[src/rtl/multicycle_control_if.sv]
// Control bundle between the multicycle controller (master) and the shared datapath (slave).
// mem_ready handshake: the controller holds its memory request (MemRead/MemWrite, IorD) stable
// in FETCH/MEMRD/MEMWR, and the access completes on the rising edge where mem_ready is high.
interface multicycle_control_if;
  logic [5:0] opcode;
  logic       zero;
  logic       mem_ready;

  logic       IRWrite;
  logic       PCWrite;
  logic       PCEn;
  logic       Branch;
  logic       IorD;
  logic       MemRead;
  logic       MemWrite;
  logic       MemtoReg;
  logic       RegDst;
  logic       RegWrite;
  logic       ALUSrcA;
  logic [1:0] ALUSrcB;
  logic [1:0] ALUOp;
  logic [1:0] PCSrc;

  modport master (
    input  opcode, zero, mem_ready,
    output IRWrite, PCWrite, PCEn, Branch, IorD, MemRead, MemWrite,
           MemtoReg, RegDst, RegWrite, ALUSrcA, ALUSrcB, ALUOp, PCSrc
  );

  modport slave (
    output opcode, zero, mem_ready,
    input  IRWrite, PCWrite, PCEn, Branch, IorD, MemRead, MemWrite,
           MemtoReg, RegDst, RegWrite, ALUSrcA, ALUSrcB, ALUOp, PCSrc
  );
endinterface

[src/rtl/multicycle_control.sv]
// Control FSM for the shared multicycle datapath: sequences one instruction over several
// cycles, stalls on mem_ready in the memory states, and exposes its state on state_dbg.
module multicycle_control (
  input  logic                        clk,
  input  logic                        reset,
  multicycle_control_if.master        bus,
  output logic [3:0]                  state_dbg
);

  typedef enum logic [3:0] {
    FETCH  = 4'd0,
    DECODE = 4'd1,
    MEMADR = 4'd2,
    MEMRD  = 4'd3,
    MEMWB  = 4'd4,
    MEMWR  = 4'd5,
    EXEC   = 4'd6,
    ALUWB  = 4'd7,
    BRANCH = 4'd8,
    ADDIEX = 4'd9,
    ADDIWB = 4'd10,
    JUMP   = 4'd11
  } state_t;

  localparam logic [5:0] OP_RTYPE = 6'b000000;
  localparam logic [5:0] OP_LW    = 6'b100011;
  localparam logic [5:0] OP_SW    = 6'b101011;
  localparam logic [5:0] OP_BEQ   = 6'b000100;
  localparam logic [5:0] OP_ADDI  = 6'b001000;
  localparam logic [5:0] OP_J     = 6'b000010;

  state_t     state;
  state_t     state_next;
  logic       is_store;

  logic       ir_write;
  logic       pc_write;
  logic       branch;
  logic       iord;
  logic       mem_read;
  logic       mem_write;
  logic       memtoreg;
  logic       reg_dst;
  logic       reg_write;
  logic       alu_src_a;
  logic [1:0] alu_src_b;
  logic [1:0] alu_op;
  logic [1:0] pc_src;

  always_ff @(posedge clk or posedge reset) begin
    if (reset) begin
      state <= FETCH;
    end else begin
      state <= state_next;
    end
  end

  // MEMADR picks lw vs sw from this flag so opcode is only looked at on the DECODE edge.
  always_ff @(posedge clk or posedge reset) begin
    if (reset) begin
      is_store <= 1'b0;
    end else if (state == DECODE) begin
      is_store <= (bus.opcode == OP_SW);
    end
  end

  always_comb begin
    state_next = state;
    ir_write   = 1'b0;
    pc_write   = 1'b0;
    branch     = 1'b0;
    iord       = 1'b0;
    mem_read   = 1'b0;
    mem_write  = 1'b0;
    memtoreg   = 1'b0;
    reg_dst    = 1'b0;
    reg_write  = 1'b0;
    alu_src_a  = 1'b0;
    alu_src_b  = 2'b00;
    alu_op     = 2'b00;
    pc_src     = 2'b00;

    case (state)
      FETCH: begin
        mem_read  = 1'b1;
        alu_src_b = 2'b01;
        // Strobes follow mem_ready combinationally but are suppressed while reset is held.
        ir_write  = bus.mem_ready & ~reset;
        pc_write  = bus.mem_ready & ~reset;
        if (bus.mem_ready) state_next = DECODE;
      end
      DECODE: begin
        alu_src_b = 2'b11;
        case (bus.opcode)
          OP_LW, OP_SW: state_next = MEMADR;
          OP_RTYPE:     state_next = EXEC;
          OP_BEQ:       state_next = BRANCH;
          OP_ADDI:      state_next = ADDIEX;
          OP_J:         state_next = JUMP;
          default:      state_next = FETCH;
        endcase
      end
      MEMADR: begin
        alu_src_a  = 1'b1;
        alu_src_b  = 2'b10;
        state_next = is_store ? MEMWR : MEMRD;
      end
      MEMRD: begin
        mem_read = 1'b1;
        iord     = 1'b1;
        if (bus.mem_ready) state_next = MEMWB;
      end
      MEMWB: begin
        reg_write  = 1'b1;
        memtoreg   = 1'b1;
        state_next = FETCH;
      end
      MEMWR: begin
        mem_write = 1'b1;
        iord      = 1'b1;
        if (bus.mem_ready) state_next = FETCH;
      end
      EXEC: begin
        alu_src_a  = 1'b1;
        alu_op     = 2'b10;
        state_next = ALUWB;
      end
      ALUWB: begin
        reg_write  = 1'b1;
        reg_dst    = 1'b1;
        state_next = FETCH;
      end
      BRANCH: begin
        alu_src_a  = 1'b1;
        alu_op     = 2'b01;
        branch     = 1'b1;
        pc_src     = 2'b01;
        state_next = FETCH;
      end
      ADDIEX: begin
        alu_src_a  = 1'b1;
        alu_src_b  = 2'b10;
        state_next = ADDIWB;
      end
      ADDIWB: begin
        reg_write  = 1'b1;
        state_next = FETCH;
      end
      JUMP: begin
        pc_write   = 1'b1;
        pc_src     = 2'b10;
        state_next = FETCH;
      end
      default: state_next = FETCH;
    endcase
  end

  assign bus.IRWrite  = ir_write;
  assign bus.PCWrite  = pc_write;
  assign bus.PCEn     = pc_write | (branch & bus.zero);
  assign bus.Branch   = branch;
  assign bus.IorD     = iord;
  assign bus.MemRead  = mem_read;
  assign bus.MemWrite = mem_write;
  assign bus.MemtoReg = memtoreg;
  assign bus.RegDst   = reg_dst;
  assign bus.RegWrite = reg_write;
  assign bus.ALUSrcA  = alu_src_a;
  assign bus.ALUSrcB  = alu_src_b;
  assign bus.ALUOp    = alu_op;
  assign bus.PCSrc    = pc_src;
  assign state_dbg    = state;

endmodule

[src/flat_wrapper.sv]
// flat-port wrapper written by rule: the top's interface ports become plain ports
module multicycle_control_flat 
  (clk, reset, state_dbg, bus_opcode, bus_zero, bus_mem_ready, bus_IRWrite, bus_PCWrite, bus_PCEn, bus_Branch, bus_IorD, bus_MemRead, bus_MemWrite, bus_MemtoReg, bus_RegDst, bus_RegWrite, bus_ALUSrcA, bus_ALUSrcB, bus_ALUOp, bus_PCSrc);
  multicycle_control_if bus_i ();
  input  logic clk;
  input  logic reset;
  output logic [3:0] state_dbg;
  input wire logic [$bits(bus_i.opcode)-1:0] bus_opcode;
  input wire logic [$bits(bus_i.zero)-1:0] bus_zero;
  input wire logic [$bits(bus_i.mem_ready)-1:0] bus_mem_ready;
  output wire logic [$bits(bus_i.IRWrite)-1:0] bus_IRWrite;
  output wire logic [$bits(bus_i.PCWrite)-1:0] bus_PCWrite;
  output wire logic [$bits(bus_i.PCEn)-1:0] bus_PCEn;
  output wire logic [$bits(bus_i.Branch)-1:0] bus_Branch;
  output wire logic [$bits(bus_i.IorD)-1:0] bus_IorD;
  output wire logic [$bits(bus_i.MemRead)-1:0] bus_MemRead;
  output wire logic [$bits(bus_i.MemWrite)-1:0] bus_MemWrite;
  output wire logic [$bits(bus_i.MemtoReg)-1:0] bus_MemtoReg;
  output wire logic [$bits(bus_i.RegDst)-1:0] bus_RegDst;
  output wire logic [$bits(bus_i.RegWrite)-1:0] bus_RegWrite;
  output wire logic [$bits(bus_i.ALUSrcA)-1:0] bus_ALUSrcA;
  output wire logic [$bits(bus_i.ALUSrcB)-1:0] bus_ALUSrcB;
  output wire logic [$bits(bus_i.ALUOp)-1:0] bus_ALUOp;
  output wire logic [$bits(bus_i.PCSrc)-1:0] bus_PCSrc;
  assign bus_i.opcode = bus_opcode;
  assign bus_i.zero = bus_zero;
  assign bus_i.mem_ready = bus_mem_ready;
  assign bus_IRWrite = bus_i.IRWrite;
  assign bus_PCWrite = bus_i.PCWrite;
  assign bus_PCEn = bus_i.PCEn;
  assign bus_Branch = bus_i.Branch;
  assign bus_IorD = bus_i.IorD;
  assign bus_MemRead = bus_i.MemRead;
  assign bus_MemWrite = bus_i.MemWrite;
  assign bus_MemtoReg = bus_i.MemtoReg;
  assign bus_RegDst = bus_i.RegDst;
  assign bus_RegWrite = bus_i.RegWrite;
  assign bus_ALUSrcA = bus_i.ALUSrcA;
  assign bus_ALUSrcB = bus_i.ALUSrcB;
  assign bus_ALUOp = bus_i.ALUOp;
  assign bus_PCSrc = bus_i.PCSrc;
  multicycle_control u_core (.clk(clk), .reset(reset), .bus(bus_i), .state_dbg(state_dbg));
endmodule
[config.mk]
export PLATFORM = sky130hd
export DESIGN_NAME = multicycle_control_flat
export DESIGN_NICKNAME = d
export VERILOG_FILES = /design/src/rtl/multicycle_control_if.sv /design/src/rtl/multicycle_control.sv /design/src/flat_wrapper.sv
export SDC_FILE = /design/constraint.sdc
export NUM_CORES = 1
export LEC_CHECK = 0
export BUFFER_PORTS_ARGS = -buffer_cell sky130_fd_sc_hd__buf_2
export CAP_MARGIN = 10
export CORE_UTILIZATION = 42
export CTS_CLUSTER_DIAMETER = 30
export DETAILED_ROUTE_END_ITERATION = 6
export GPL_TIMING_DRIVEN = 0
export PLACE_DENSITY = 0.83
export SETUP_SLACK_MARGIN = 0.1
export SLEW_MARGIN = 20
export SYNTH_ARGS = -nofsm -noshare
export SYNTH_HDL_FRONTEND = slang
export SYNTH_SLANG_ARGS = --single-unit
export TNS_END_PERCENT = 20
[constraint.sdc]
create_clock -name clk -period 2.3 [get_ports clk]
set_input_delay 0.115 -clock clk [delete_from_list [all_inputs] [get_ports clk]]
set_output_delay 0.115 -clock clk [all_outputs]
set_load 0.01 [all_outputs]
-- After elaboration in Yosys (flattened, before gate mapping)
Index checks and enable logic that the tools add are counted.
- flip-flop bits (word level): 5
- input port bits: 10
- muxes and demuxes: 19
- reductions and logical operators: 9
- bitwise logic cells: 4
- equality and inequality tests: 19
- operator list (kind ; number):
    one-hot mux 4 bit (7 select lines) ; 1
    one-hot mux 4 bit (5 select lines) ; 1
    equality test 4 x 3 -> 1 bit (second input constant) ; 4
    equality test 4 bit (second input constant) ; 4
    equality test 6 bit (second input constant) ; 2
    two-way mux 4 bit ; 3
    two-way mux 1 bit ; 9
    equality test 4 x 2 -> 1 bit (second input constant) ; 2
    one-hot mux 2 bit (2 select lines) ; 2
    OR reduction 2 bit ; 4
    equality test 6 x 2 -> 1 bit (second input constant) ; 1
    equality test 6 x 3 -> 1 bit (second input constant) ; 1
    equality test 6 x 4 -> 1 bit (second input constant) ; 1
    zero test 6 bit ; 1
    inequality test 2 bit (second input constant) ; 3
    one-hot mux 2 bit (3 select lines) ; 1
    equality test 4 x 1 -> 1 bit (second input constant) ; 1
    zero test 4 bit ; 1
    OR reduction 4 bit ; 1
    two-way mux 3 bit ; 1
    AND reduction 3 bit ; 1
    OR reduction 3 bit ; 1
    AND 1 bit ; 2
    one-hot mux 1 bit (2 select lines) ; 1
    other kinds (2) ; 2

-- Longest topological paths before layout
Gate-level depths: netlist of the first run.
- word-level depth: 4
- mapped depth: 5
- depth with buffers taken out: 4

-- Worst setup path before layout of the first run
No wires, ideal clock.
- kind: flip-flop to flip-flop
- start: register u_core.state[1] (netlist: u_core.state_dbg[1])
- end: register u_core.state[0] (netlist: u_core.state_dbg[0])
- stages on the path, launching flop included: 5
- period minus slack after synthesis: 1852 ps
- path buffers: 0
- path slack: 448 ps
- arrival: 1756 ps
- required time: 2204 ps
- cell sequence: dfrtp_1 > or2_1 > or4_4 > or3_4 > o32ai_2
- word-level cells in the longest chain between the ends: 3
- RTL lines (item ; RTL line ; text):
    start: declaration ; multicycle_control.sv:32 ; state_t state;
    start signal: assignment ; multicycle_control.sv:54 ; state <= state_next;
    equality test 4 x 3 -> 1 bit, or another cell as far along ; multicycle_control.sv:83 ; case (state)
    inequality test 2 bit (no source line) ; n/a ;
    AND reduction 3 bit (no source line) ; n/a ;
Parallel ways exist; a longest one is shown, timed or not.
A chain may end at the register's enable or synchronous reset.

-- Final worst setup path of the first run
Same ends and word-level chain as after synthesis.

==> results of run 1 <==
stage by stage:
step,setup slack (ns),std cells,hold WS (ns)
final,0.3739,127,0.1486
after detailed placement,0.3685,122,0.02463
after global routing,0.2769,127,0.1764
after global placement,0.3718,122,0.01823
after CTS,0.3699,127,0.1420
after floorplan,0.4481,79,-0.1065
worst paths after layout:
| path | cells past startpoint | endpoint | from | slack (ns) |
|---|---|---|---|---|
| hold / removal | 2 | u_core.state_dbg[2] | bus_opcode[1] | 0.15 |
| setup reg to reg | 4 | u_core.state_dbg[0] | u_core.state_dbg[1] | 0.37 |
| setup / recovery | 4 | u_core.state_dbg[0] | u_core.state_dbg[1] | 0.37 |
| max in group asynchronous | 3 | u_core.state_dbg[1] | reset | 1.79 |
| min in group asynchronous | 3 | u_core.state_dbg[0] | reset | 0.34 |
| hold reg to reg | 2 | u_core.is_store | u_core.is_store | 0.55 |
metal layers:
metal  share of wire, %  routed length (um)  vias to the layer above
li1                   -                   -                      350
met1                 45                 641                      294
met2                 49                 704                       23
met3                4.7                  68                        2
met4                1.5                  22                        0
met5                  0                   0                        -
worst max-delay path, stage by stage, from the launching register on:
cell,delay (ns)
dfrtp_1,0.44
or2_1,0.30
or4_4,0.50
or3_4,0.35
o32ai_2,0.25
power by group:
part           switching (uW)  internal, uW  leakage (uW)
clock network            39.2          65.8     0.0000150
logic                     306           219      0.000305
registers                30.8           112     0.0000675
total                     376           397      0.000387
cell usage after synthesis, drive strengths merged (2+ instances only):
| master | count | share of area [%] |
|---|---|---|
| or4 | 2 | 3.4 |
| clkbuf | 5 | 3.4 |
| buf | 3 | 2.9 |
| nand2b | 5 | 5.6 |
| o21ai | 9 | 8.1 |
| inv | 2 | 1.3 |
| nor2 | 9 | 6.1 |
| a31oi | 2 | 2.2 |
| nor2b | 2 | 2.2 |
| o32ai | 2 | 4.5 |
| nor3 | 5 | 4.5 |
| nand2 | 4 | 2.7 |
| xor2 | 2 | 3.1 |
| a21oi | 7 | 6.3 |
| dfrtp | 5 | 22 |
| nor4 | 2 | 2.2 |
flip-flops by register name (all words and copies together), names as in the netlist:
| register | count |
|---|---|
| u_core.state_dbg | 4 |
| u_core.is_store | 1 |
repair_timing:
item / 4_1_cts / 5_1_grt
gates resized for setup: 0 / 0
hold buffers: 1 / 0
endpoints found under the hold margin: 5 / 0
kinds of logic (layout without fill, tap and decap cells):
group / count (synthesis) / count (layout) / share of synthesized area (%)
mux: 2 / 2 / 3.820
buf+inv: 10 / 44 / 7.640
simple gates: 35 / 35 / 34.38
xor+xnor: 3 / 3 / 4.720
flops: 5 / 5 / 22.47
compound gates: 24 / 24 / 26.97
cell type report:
type / count / area, um^2
clock buffer: 4 / 26.28
tap: 14 / 17.52
timing repair buffer: 30 / 155.1
fill: 124 / 415.4
buffer: 8 / 35.03
inverter: 2 / 7.507
multi-input combinational: 64 / 389.1
sequential: 5 / 125.1
==> summary.txt, run 1 <==
Outcome
  – Outcome: finished, final reports clean

Timing
  – Endpoints failing hold: 0
  – Fmax: 0.5192 GHz
  – Worst Skew: 0.008795 ns
  – Total negative slack: 0 ns
  – Final setup fails: 0
  – Slew headroom: between 70 and 80%
  – Slew Viols, Final: 0
  – Fin crit share: a little over four fifths
  – RSZ-0062 raised after global routing: false
  – Final worst path period need: 1.926 ns
  – Worst slew pin tran: 0.4259 ns

Yosys
  – Synth Cell Area: about 560 um^2
  – Post-synthesis sequential area ratio: 22.47%
  – Yosys warns: 0
  – Syn Area/Cell: 7.048 um^2
  – Async SR Flop Fraction: between 90% and 100%
  – Yosys reg bits: 5
  – Synth cell types: 33
  – Syn Nets: approximately 90
  – Cells after Synth: slightly below 80
  – Count of flip-flops with a built-in enable after synthesis: 0
  – Main flop type after synthesis: dfrtp_1

CTS
  – Clk buf depth: 2
  – CTS tree: done
  – Sink Count: 5
  – Postcts setup bufs: 0
  – Num CTS Buffers: 3
  – Clock Latency Late Sink: approximately 0.25 ns
  – Root Buffer Master: clkbuf_4
  – H-tree depth: 1
  – Clk slew on worst S/H paths: 0.05 ns

GRT
  – Largest net degree at the start of global routing: 11
  – First-pass GRT wire length: 2366 um
  – Final global-route overflow total: 0
  – Vias in the first global route: 572
  – Grt met3 use: about 1.7%
  – Met1 Usage GRT: 26.43%
  – Tot GR Track Use: a little under a quarter
  – Busiest grt layer: met2
  – Met2 usage: 43.22%
  – Initial antenna violation count: 0

Placement
  – DP HPWL: 1102 um
  – Placed Area: around 720 um^2
  – Gpl congestion: 0.7928
  – Port Buf Inserts: 29

Layout
  – Final core utilization: 64.53%
  – Commonest non-fill, non-tap cell in the layout: buf_2
  – Most frequent cells in the layout: buf_2, o21ai_0, nor2_1
  – Layout cell share with drive strength beyond 1: 33.63%
  – N_diodes: 0
  – Nets: ~120
  – Final Cell Area: about 760 um^2
  – Area grow syn2layout: 35.73%

Floorplanning
  – Die area: roughly 1500 um^2
  – Die width: between 30 and 40 um
  – Row count: 12
  – Core Box Area: between 1000 and 1500 um^2
  – Initial Util: 47.54%
  – Die H: approximately 38 um
  – I/O pin count: 31

Route
  – DRT Pass-1 Iters: 3
  – Total Routed Length: 1436 um
  – DR vias/cell: about 5.3
  – Drt initial violations: 5
  – DRC viols: 0
  – Avg WL per Cell: between 10 and 15 um
  – ANT nets after route: 0
  – Vias: approximately 670

Worst setup path
  – CP max FO: 9
  – Critical Path End Type: flop
  – CP Class: reg2reg
  – Crit start category: flop
  – WP data required: between 2 and 2.5 ns
  – Crit path DAT: ~2.1 ns

Pwr
  – P_leak: about 0.00039 uW
  – Max VDD drop: between 0.6 and 0.7 mV
  – Pwr Density: 1022 nW/um^2
  – Tot Pwr: between 700 and 800 uW

Flow run
  – Max Cap Viol: 0

Min path
  – Min-delay worst type: in2reg
No activity file was read; power rests on OpenSTA's default activity.
==> run 2: changes to the inputs <==
==> constraint.sdc (replaced) <==
create_clock -name clk -period 1.9 [get_ports clk]
set_input_delay 0.095 -clock clk [delete_from_list [all_inputs] [get_ports clk]]
set_output_delay 0.095 -clock clk [all_outputs]
set_load 0.01 [all_outputs]
==> run 2 against run 1 <==
- core utilization grew 4.3 points
- clock skew fell by 0.0034 ns
- setup slack worse by 0.37 ns
- cell count increased by 1.6%
- register-to-register slack lost 0.37 ns
- clock power grew 12%
==> summary.txt, run 2 (synthesis results as in run 1) <==
Timing
  – Worst slew pin tran: ~0.44 ns
  – Fin crit share: between 90% and 100%
  – RSZ-0062 raised after global routing: true
  – Worst Skew: about 0.0054 ns
  – Hold Slack: about 0.17 ns
  – Slew Viols, Final: 0
  – Final worst path period need: about 1.9 ns
  – Slew headroom: 70.37%
  – Worst Slack Setup Final: approximately 0.0037 ns
  – Fmax: approximately 0.53 GHz
  – Final setup fails: 0
  – Endpoints failing hold: 0

Layout
  – Area grow syn2layout: 44.72%
  – Count of non-filler cells in the finished layout: 129
  – Max reg flops: 4
  – N_diodes: 0
  – Most frequent cells in the layout: buf_2, o21ai_0, nor2_1
  – Commonest non-fill, non-tap cell in the layout: buf_2
  – Reg area: approximately 130 um^2
  – Final Cell Area: just over 800 um^2
  – Number of fill cells: roughly 110
  – Multi-input logic area: 417.9 um^2
  – Nets: roughly 130
  – Layout cell share with drive strength beyond 1: a little over two fifths

Floorplanning
  – I/O pin count: 31
  – Initial Util: 47.54%
  – Die area: 1475 um^2
  – Die H: 38.41 um
  – Row count: 12
  – Core Box Area: between 1000 and 1500 um^2
  – Die width: between 30 and 40 um

CTS
  – Sink Count: 5
  – Clk buf depth: 2
  – H-tree depth: 1
  – CTS tree: done
  – Num CTS Buffers: 3
  – Root Buffer Master: clkbuf_4
  – Clock Latency Late Sink: approximately 0.23 ns
  – Clk slew on worst S/H paths: about 0.050 ns

Placement
  – Placed Area: approximately 730 um^2
  – DP HPWL: 1120 um
  – Pre-CTS setup slack: -0.007709 ns
  – Placed instance count: 122
  – Gpl congestion: ~0.77
  – Port Buf Inserts: 29

Pwr
  – Internal power: ~540 uW
  – P_leak: 0.0004085 uW
  – Clock power share: 11.5%
  – Pwr Density: 1273 nW/um^2
  – Reg power frac: between 10% and 20%
  – Max VDD drop: between 0.8 and 0.9 mV
  – Switching Share: 47.63%
  – NetSw: around 500 uW
  – Part of the power in combinational logic: 70.9%

GRT
  – Tot GR Track Use: 23.52%
  – First-pass GRT wire length: between 2000 and 2500 um
  – Final global-route overflow total: 0
  – Largest net degree at the start of global routing: 11
  – Vias in the first global route: 571
  – Initial antenna violation count: 0

Route
  – Total Routed Length: between 1500 and 2000 um
  – Metal3 WL: 73 um
  – Vias: just over 700
  – Max Used Layer: met3
  – Avg WL per Cell: ~13 um
  – DRT Pass-1 Iters: 4
  – DRC viols: 0
  – DR WL met2: about 830 um
  – DR vias/cell: around 5.6
  – Drt initial violations: 12
  – Met1 Wirelength: 746 um
  – ANT nets after route: 0

Outcome
  – Outcome: finished, final reports clean

Worst setup path
  – CP max FO: 7
  – Reg2Reg Depth: 4
  – CP Class: reg2reg
  – Crit path DAT: 2.03 ns
  – WP data required: about 2.0 ns
  – R2R setup slack: between 0.003 and 0.004 ns
  – Worst r2r src: u_core.state_dbg[2]
  – FF-to-FF End: u_core.state_dbg[2]
  – Crit start category: flop
  – Critical Path End Type: flop
  – Setup crit start: u_core.state_dbg[2]
  – Crit path to: u_core.state_dbg[2]

Min path
  – Hold Path Depth: 3
  – Min-delay worst type: in2reg

Flow run
  – Max Cap Viol: 0
-- run 2: critical path: stages (launching register included) --
cell and delay, ns:
dfrtp_2 0.43, or2_4 0.28, or4_4 0.49, or3_4 0.37
o32ai_4 0.22
-- run 2: worst min-delay path by stage --
| stage | startpoint | endpoint | slack (ns) |
|---|---|---|---|
| floorplan | reset | u_core.is_store | -0.13 |
| global placement | reset | u_core.state_dbg[0] | -0.001 |
| detailed placement | reset | u_core.state_dbg[3] | 0.009 |
| CTS | bus_opcode[1] | u_core.state_dbg[2] | 0.15 |
| global route | bus_opcode[1] | u_core.state_dbg[2] | 0.19 |
| finish | bus_opcode[0] | u_core.is_store | 0.17 |
-- run 2: cell type report --
class                      count  area share, %
buffer                         8          4.814
multi-input combinational     64          51.86
inverter                       2         0.9317
tap                           14          2.174
sequential                     5          15.84
timing repair buffer          32          21.12
clock buffer                   4          3.261
-- run 2: power groups by stage --
stage | Clock (uW) | Combinational [uW] | Sequential [uW]
after floorplan | 0 | 430 | 188
after global placement | 0 | 634 | 182
after detailed placement | 0 | 646 | 183
after CTS | 121 | 669 | 182
after global routing | 131 | 799 | 183
final | 118 | 727 | 181
-- run 2: per-layer routing --
metal  global-route usage [%]  vias up
met3                    5.814        0
met5                        0        -
met1                    27.76      331
met2                    42.37       34
met4                    5.172        0
li1                         -      360
-- run 2: through the flow --
step | total power (uW) | TNS (ns) | util (%)
after floorplan | 617.9 | 0 | -
after global placement | 815.4 | 0 | 62.29
after detailed placement | 829.5 | -0.007709 | 62.29
after CTS | 972.7 | 0 | 66.35
after global routing | 1114 | -0.07748 | 68.80
final | 1025 | 0 | 68.80
-- run 2: timing repair --
item / in CTS / in global routing
gates resized for setup: 3 / 5
hold endpoints to repair: 5 / 0
endpoints found under the setup margin: 6 / 7
hold buffers: 1 / 0
pin swaps: 1 / 0
buffers inserted: 0 / 2
